## config.mk

```make
export PLATFORM = sky130hd
export DESIGN_NAME = img_cmd_ctrl
export DESIGN_NICKNAME = d
export VERILOG_FILES = /design/src/rtl/img_cmd_ctrl.sv
export SDC_FILE = /design/constraint.sdc
export NUM_CORES = 1
export LEC_CHECK = 0
export CORE_MARGIN = 2
export CORE_UTILIZATION = 52
export DETAILED_ROUTE_END_ITERATION = 10
export PLACE_DENSITY = 0.76
export SLEW_MARGIN = 20
export SYNTH_ARGS = -nofsm -noshare
export SYNTH_HDL_FRONTEND = slang
export SYNTH_SLANG_ARGS = --single-unit
```

## constraint.sdc

```tcl
create_clock -name clk -period 2.5 [get_ports clk]
set_input_delay 0.625 -clock clk [delete_from_list [all_inputs] [get_ports clk]]
set_output_delay 0.625 -clock clk [all_outputs]
set_load 0.02 [all_outputs]
```

## src/rtl/img_cmd_ctrl.sv

```systemverilog
// img_cmd_ctrl - UART command front-end for the remote-update image controller.
//
// Parses request frames  A5 CMD ARG CSUM  (CSUM = CMD ^ ARG) from the UART
// receiver. It issues single-cycle start_setimg / start_getimg strobes to the
// image controller. It then returns a response frame  5A CMD STATUS.
//
// Ports:
//   clk, reset             system clock, synchronous active-high reset
//   rx_data, rx_valid      received byte + one-cycle strobe
//   tx_data, tx_valid      response byte, held until tx_ready
//   tx_ready               transmitter accepts when tx_valid & tx_ready
//   start_setimg           one-cycle strobe, setimg is the target image
//   start_getimg           one-cycle strobe, answered by done_getimg
//   setimg                 registered requested image
//   getimg, done_getimg    current image, valid while done_getimg is high
//   busy                   high in every state except IDLE
module img_cmd_ctrl #(
  parameter int parByteTimeout = 10000,
  parameter int parDoneTimeout = 100000
) (
  input  logic       clk,
  input  logic       reset,
  input  logic [7:0] rx_data,
  input  logic       rx_valid,
  output logic [7:0] tx_data,
  output logic       tx_valid,
  input  logic       tx_ready,
  output logic       start_setimg,
  output logic       start_getimg,
  output logic [1:0] setimg,
  input  logic [1:0] getimg,
  input  logic       done_getimg,
  output logic       busy
);

  localparam logic [7:0] SOF_REQ = 8'hA5;
  localparam logic [7:0] SOF_RSP = 8'h5A;
  localparam logic [7:0] CMD_SET = 8'h01;
  localparam logic [7:0] CMD_GET = 8'h02;
  localparam logic [7:0] ST_BAD_CSUM = 8'hFF;
  localparam logic [7:0] ST_BAD_CMD  = 8'hFE;
  localparam logic [7:0] ST_BAD_ARG  = 8'hFD;
  localparam logic [7:0] ST_TIMEOUT  = 8'hFC;

  localparam int BW = $clog2(parByteTimeout + 1);
  localparam int DW = $clog2(parDoneTimeout + 1);

  typedef enum logic [3:0] {
    IDLE, CMD, ARG, CSUM, EXEC, WAIT_DONE, RESP0, RESP1, RESP2
  } state_t;

  state_t      state, state_n;
  logic [7:0]  cmd_q, arg_q, status_q, status_n;
  logic [BW-1:0] byte_cnt;
  logic [DW-1:0] done_cnt;
  logic        byte_exp, done_exp, in_frame;
  logic        frame_err;
  logic [7:0]  err_code;

  assign in_frame = (state == CMD) || (state == ARG) || (state == CSUM);
  // Expiry fires on the cycle the idle count would reach the limit.
  assign byte_exp = (byte_cnt == BW'(parByteTimeout - 1));
  assign done_exp = (done_cnt == DW'(parDoneTimeout - 1));

  // Frame validation, evaluated against the CSUM byte currently on rx_data.
  // Priority: checksum, then command, then argument.
  always_comb begin
    frame_err = 1'b1;
    err_code  = 8'h00;
    if (rx_data != (cmd_q ^ arg_q))
      err_code = ST_BAD_CSUM;
    else if (cmd_q != CMD_SET && cmd_q != CMD_GET)
      err_code = ST_BAD_CMD;
    else if ((cmd_q == CMD_SET && arg_q[7:2] != 6'd0) ||
             (cmd_q == CMD_GET && arg_q != 8'h00))
      err_code = ST_BAD_ARG;
    else
      frame_err = 1'b0;
  end

  always_ff @(posedge clk) begin
    if (reset) state <= IDLE;
    else       state <= state_n;
  end

  always_comb begin
    state_n  = state;
    status_n = status_q;
    case (state)
      IDLE:  if (rx_valid && rx_data == SOF_REQ) state_n = CMD;
      CMD:   if (rx_valid) state_n = ARG;  else if (byte_exp) state_n = IDLE;
      ARG:   if (rx_valid) state_n = CSUM; else if (byte_exp) state_n = IDLE;
      CSUM: begin
        if (rx_valid) begin
          if (frame_err) begin
            state_n  = RESP0;
            status_n = err_code;
          end else begin
            state_n = EXEC;
          end
        end else if (byte_exp) begin
          state_n = IDLE;
        end
      end
      EXEC: begin
        if (cmd_q == CMD_SET) begin
          state_n  = RESP0;
          status_n = 8'h00;
        end else begin
          state_n = WAIT_DONE;
        end
      end
      WAIT_DONE: begin
        if (done_getimg) begin
          state_n  = RESP0;
          status_n = {6'd0, getimg};
        end else if (done_exp) begin
          state_n  = RESP0;
          status_n = ST_TIMEOUT;
        end
      end
      RESP0: if (tx_ready) state_n = RESP1;
      RESP1: if (tx_ready) state_n = RESP2;
      RESP2: if (tx_ready) state_n = IDLE;
      default: state_n = IDLE;
    endcase
  end

  // Outputs are registered from the next state so they line up with the
  // state register: no extra cycle of delay and no combinational outputs.
  always_ff @(posedge clk) begin
    if (reset) begin
      cmd_q        <= 8'h00;
      arg_q        <= 8'h00;
      status_q     <= 8'h00;
      byte_cnt     <= '0;
      done_cnt     <= '0;
      tx_data      <= 8'h00;
      tx_valid     <= 1'b0;
      start_setimg <= 1'b0;
      start_getimg <= 1'b0;
      setimg       <= 2'b00;
      busy         <= 1'b0;
    end else begin
      status_q <= status_n;
      if (state == CMD && rx_valid) cmd_q <= rx_data;
      if (state == ARG && rx_valid) arg_q <= rx_data;

      if (in_frame && !rx_valid && !byte_exp) byte_cnt <= byte_cnt + BW'(1);
      else                                   byte_cnt <= '0;

      if (state == WAIT_DONE && !done_getimg && !done_exp) done_cnt <= done_cnt + DW'(1);
      else                                                 done_cnt <= '0;

      // EXEC is held for exactly one cycle, so the strobes are one cycle wide.
      start_setimg <= (state_n == EXEC) && (cmd_q == CMD_SET);
      start_getimg <= (state_n == EXEC) && (cmd_q == CMD_GET);
      if (state_n == EXEC && cmd_q == CMD_SET) setimg <= arg_q[1:0];

      busy     <= (state_n != IDLE);
      tx_valid <= (state_n == RESP0) || (state_n == RESP1) || (state_n == RESP2);
      case (state_n)
        RESP0:   tx_data <= SOF_RSP;
        RESP1:   tx_data <= cmd_q;
        RESP2:   tx_data <= status_n;
        default: tx_data <= 8'h00;
      endcase
    end
  end

endmodule

```

* Yosys cells after proc, flatten, opt, wreduce, memory -nomap -nowiden
Index checks and enable logic that the tools add are counted.
** Storage, ports and cells
- Memory bits (writable) :: 0
- Output and inout bits :: 14
- Bits of input ports :: 15
- Flip-flop bits (word level) :: 73
- Bits in latches :: 0
- ROM bits :: 0
- Memories :: 0
- Logic and storage cells :: 90
** Operators by class
- Shifts and indexed selects :: 0
- Reduce and logical (&&, ||, !) cells :: 27
- Bitwise logic cells :: 3
- Div/mod/pow operators :: 0
- $add $sub $neg :: 2
- Order comparisons :: 0
- $mul :: 0
- Muxes and demuxes :: 26
- Equality and inequality tests :: 20
** Operator list (number)
- $mux W8 :: 8
- $pmux W8 S3 :: 2
- $mux W4 :: 10
- $pmux W4 S9 :: 1
- $eq A4 B3 Y1 const B :: 7
- $add A17 B1 Y17 const B :: 1
- $eq A17 B17 Y1 const B :: 1
- $add A14 B1 Y14 const B :: 1
- $eq A14 B14 Y1 const B :: 1
- $logic_and A1 B1 Y1 :: 12
- $eq A4 B2 Y1 const B :: 2
- $eq A4 B4 Y1 const B :: 2
- $eq A8 B1 Y1 const B :: 1
- $eq A8 B2 Y1 const B :: 1
- $eq A8 B8 Y1 const B :: 1
- $ne A8 B1 Y1 const B :: 1
- $ne A8 B2 Y1 const B :: 1
- $ne A8 B8 Y1 :: 1
- $reduce_bool A8 Y1 :: 1
- $xor A8 B8 Y8 :: 1
- $reduce_bool A6 Y1 :: 1
- $logic_or A1 B1 Y1 :: 5
- $eq A4 B1 Y1 const B :: 1
- $logic_not A1 Y1 :: 4
- other kinds (6) :: 11

* Logic depth before layout (Yosys ltp)
- Word-level depth :: 12
- Gate-level depth with buffers :: 9

* Worst setup path after synthesis
No wires, ideal clock.
- Path type :: register to register
- From :: reg done_cnt[8]
- To :: reg tx_data[1]
- Stages on the path, launching flop included :: 7
- Arrival time :: 2.192 ns
- Required time :: 2.366 ns
- Library setup time :: 0.134 ns
- Path buffers :: 0
- Slack :: 0.174 ns
- Cells stage by stage :: dfxtp_1 -> or4b_1 -> or4_4 -> a211o_1 -> a41o_1 -> a221oi_2 -> o22ai_1
** Between the ends
- Word-level cells in the longest chain between the ends :: 6
- Elaborated cells on any way between the ends :: 11
- Those cells by class :: eq/ne (4); mux (7)
** RTL lines
- start: declaration :: RTL line 55 : logic [DW-1:0] done_cnt;
- start signal: assignment :: RTL line 152 : if (state == WAIT_DONE && !done_getimg && !done_exp) done_cnt <= done_cnt + DW'(1);
- $eq A17 B17 Y1 * :: RTL line 63 : assign done_exp = (done_cnt == DW'(parDoneTimeout - 1));
- $mux W4 :: RTL line 117 : end else if (done_exp) begin
- $mux W4 :: RTL line 114 : if (done_getimg) begin
- $pmux W4 S9 :: RTL line 89 : case (state)
- $eq A4 B4 Y1 or $eq A4 B3 Y1 (tied branches) :: RTL line 162 : case (state_n)
- $pmux W8 S3 * :: RTL line 162
- end signal: assignment :: RTL line 164 : RESP1: tx_data <= cmd_q;
- end signal: assignment :: RTL line 165 : RESP2: tx_data <= status_n;
- end: declaration :: RTL line 25 : output logic [7:0] tx_data,
Mark *: on every way between the ends. The rest lies on a longest branch, timed or not.
A chain may end at the register's enable or synchronous reset.

* Final worst setup path
Same ends and word-level chain as after synthesis.

==> out/results.txt <==
After routing the design area is 4280 µm². The highest layer touched by signal routing is met4. The worst setup path is captured at a flip-flop. Headroom to the max-slew limit came out at 57.1%. The run gives 712 µV as the largest vdd supply drop. The count of flip-flops with a built-in enable after synthesis works out to 0.

The count of buffers added on input and output ports is 28. In the post-route analysis, the smallest setup slack over all paths is 0.109 ns. The first TritonRoute pass finished after 5 iterations. The minimum clock period after layout is 2.39 ns, and the half-perimeter wire length after placement is 5990 µm. Along the worst path, the maximum fanout reaches 4. The number of max-slew violations in the final report came out at 0.

The critical path is of the flip-flop to flip-flop type. The run gives 238 as the violation count after the first detailed-route iteration. The number of antenna diodes in the final layout is 0. Before CTS, the worst setup slack after placement is -0.235 ns.

The die covers 7300 µm². Routed wire length: 8190 µm. The tool flagged a number of max-cap violations equal to 0. After detailed routing, the average wire length per cell comes to 15.2 µm. The congestion estimate from routability-driven global placement came to 0.903. Fill cells in the final layout number 534. The path category of the worst min-delay check is flip-flop to flip-flop. The die boundary height was 85.4 µm; the clock skew was 0.0154 ns.

The detail route stage leaves a number of antenna-violating nets equal to 0. For the overall power, the log shows 0.00223 W. The run gives 9 as the number of buffers created by CTS. TritonCTS built the clock tree.

The number of vias in the routed layout came out at 3067. The net count of the finished layout is 474. For the synthesized netlist cell count, the log shows 395. The slew at the pin closest to its max-slew limit came out at 0.635 ns. For the maximum root-to-sink buffer count, the log shows 2. The run finished with clean final reports.

The clock transition time at the flip-flop clock pins of the worst setup and hold paths was 0.08 ns; the growth of design area from synthesis to finish was 24.2%. The longest individual stage delay on the worst path came out at 0.55 ns. The share of flip-flops with an asynchronous set or reset after synthesis works out to 0%. The count of cells along the worst hold path came out at 1.

The tools report the detailed-route wire length on metal 1 as 3750 µm. The floorplan has 29 rows. The initial antenna violation count is 0. The startpoint of the tightest hold check path is byte_cnt[0]$_SDFF_PP0_.

In this run, post-CTS hold repair placed 0 buffers. In this run, synthesis produced a sequential element count of 73. Setup repair after global routing left no endpoint under its margin. For this configuration, the core starts out at a cell density of 54.0%. The share of synthesized area in the top cell type comes to 42.4%. The tools report the number of hold violations in the final report as 0. The CTS sink count was 73.

The maximum number of pins on one net before global-route repair was 18. Summed over all cells, the static leakage comes to 1.63 nW. The number of cells on the worst reg-to-reg path is 6. Of the cells placed in the final design, the portion with a size suffix greater than 1 is 14.7%. The type of element launching the critical path is a flip-flop. The routed design uses 431 µm of met3 wire. Source of the worst register-to-register timing path: done_cnt[8]$_SDFF_PP0_.

Clock latency of the later-clocked register in the worst-skew pair: 0.36 ns. Summing every instance area after synthesis gives 3450 µm². During synthesis, Yosys emitted a total of 0 warnings. Instance area at placement: 4050 µm². Averaged over all synthesized cells, the footprint is 8.73 µm². For the total congestion overflow, the log shows 0.

The logs give 2967 for the number of global-route vias before repair and 2.64 ns for the critical path arrival. The share of the clock period used by the worst path came out at 95.6%. The biggest area contributor in the post-synthesis netlist is dfxtp_1. The number of distinct standard cells referenced by the synthesized netlist is 55, and the first-pass GRT wire length is 14000 µm. Power density of the placed cells: 521 nW/µm². Setup violations remaining at the end of the flow were counted as 0.

By area the synthesized netlist is led by dfxtp_1 42%, nor2_1 7.4%, xor2_1 4.1%. For this run, the top clock speed supported by timing is 0.418 GHz. In the routed layout, each cell is associated on average with a via count of 5.69. Clock tree synthesis selected as its root buffer the cell clkbuf_8. For this design the top-level I/O count stands at 29. The most critical setup path has its startpoint at done_cnt[8]$_SDFF_PP0_. The region available for standard cell placement spans 6390 µm².

The part of the Yosys area used for sequential elements came out at 42.4%. For this run, the leading register cell type out of synthesis is dfxtp_1. The H-tree was split into 3 levels. Synthesis produced a netlist with a net count of 412. Detailed routing placed a total of 3880 µm of wire on met2. In the routed design, unresolved DRC markers number 0. The critical-path cell with the highest stage delay was or4b_1. STA puts the critical path data required time at 2.74 ns. Across every metal layer, demand over resource in global routing totals 24.4%.

Traced cell by cell, the critical path runs through or4b_1, or4_4, a211o_1, a41o_1, a221oi_2, o22ai_1. Measured along the x axis, the die boundary spans 85.4 µm.
critical path: cells and delay by family (launching register included):
kind / cells / cell delay, ns
compound gates: 4 / 0.92
flops: 1 / 0.34
simple gates: 2 / 1.02
final cells by class:
class                           instances  area (µm²)  share of cell area [%]
Multi-Input combinational cell        299        1910                    44.7
Sequential cell                        73        1460                    34.1
Timing Repair Buffer                   67         573                    13.4
Clock buffer                           11         151                    3.53
Tap cell                               77        96.3                    2.25
Clock inverter                          5        61.3                    1.43
Inverter                                7        26.3                   0.613
per-stage QoR:
step	hold WS, ns	TNS, ns	cells	util, %
detailed placement	0.437	-2.10	522	63.4
CTS	0.454	0	538	66.7
global route	0.490	0	539	67.1
global placement	0.429	-1.05	522	63.4
floorplan	0.418	0	395	-
finish	0.453	0	539	67.1
state kept, by name, indices dropped and copies added (netlist names):
signal,cells
done_cnt,17
byte_cnt,14
arg_q,8
cmd_q,8
status_q,8
tx_data,8
state,4
setimg,2
busy,1
start_getimg,1
start_setimg,1
tx_valid,1
layout by cell type, fill, tap and decap left out, types with 3 or more instances in the layout:
cell,Yosys,layout
nor4bb_1,3,3
xnor3_1,6,6
nor3b_1,4,4
xor2_1,16,16
a31oi_1,4,4
inv_1,7,7
xnor2_1,12,12
dfxtp_1,73,73
nor2b_1,4,4
clkdlybuf4s50_1,0,28
or2_2,6,6
a21oi_1,18,18
nor4_1,6,6
mux2i_1,9,9
nand3b_1,3,3
nand4_1,6,6
or3_1,5,5
buf_4,1,39
clkbuf_8,0,11
and3_1,6,6
o22ai_1,8,8
nand2_1,36,36
nand3_1,22,22
o2111a_1,3,3
and4_1,7,7
nor2_1,68,68
nor3_1,4,4
o21ai_0,7,7
cell usage after synthesis, drive strengths merged (4+ instances only):
master / number
a21oi: 18
a31oi: 4
and3: 6
and4: 7
clkbuf: 14
dfxtp: 73
inv: 7
mux2i: 9
nand2: 36
nand3: 22
nand4: 6
nor2: 68
nor2b: 4
nor3: 4
nor3b: 4
nor4: 7
o21ai: 8
o22ai: 8
or2: 7
or3: 5
xnor2: 12
xnor3: 6
xor2: 16
path summary, 6_finish.rpt:
kind                            slack [ns]                     end
worst min register to register        0.45  byte_cnt[0]$_SDFF_PP0_
worst max-delay path                  0.11   tx_data[1]$_SDFF_PP0_
worst min-delay path                  0.45  byte_cnt[0]$_SDFF_PP0_
worst max register to register        0.11   tx_data[1]$_SDFF_PP0_
kinds of logic after synthesis:
| kind of cell | share of synthesized area, % |
|---|---|
| AO/OA/AOI/OAI | 12.0 |
| XOR/XNOR | 11.0 |
| adder cells (fa/ha/maj) | 0.726 |
| buffers and inverters | 2.61 |
| flip-flops | 42.4 |
| multiplexers | 2.61 |
| AND/OR/NAND/NOR | 28.6 |
routing by layer:
layer	track usage [%]	up-vias
met3	6.52	9
li1	-	1536
met5	0	-
met4	8.80	0
met2	40.1	74
met1	30.7	1448
timing repair:
| item | CTS | global route |
|---|---|---|
| endpoints found under the hold margin | 0 | 0 |
| gates resized for setup | 0 | 3 |
| setup endpoints to repair | 0 | 4 |
| buffers inserted | 0 | 1 |
power breakdown:
part / switching [W] / leakage [nW] / total [W] / internal, W
Sequential: 0.000000490 / 0.588 / 0.00116 / 0.00116
Combinational: 0.0000349 / 0.930 / 0.0000835 / 0.0000485
Clock: 0.000462 / 0.110 / 0.000985 / 0.000522
No activity file was read; power rests on OpenSTA's default activity.
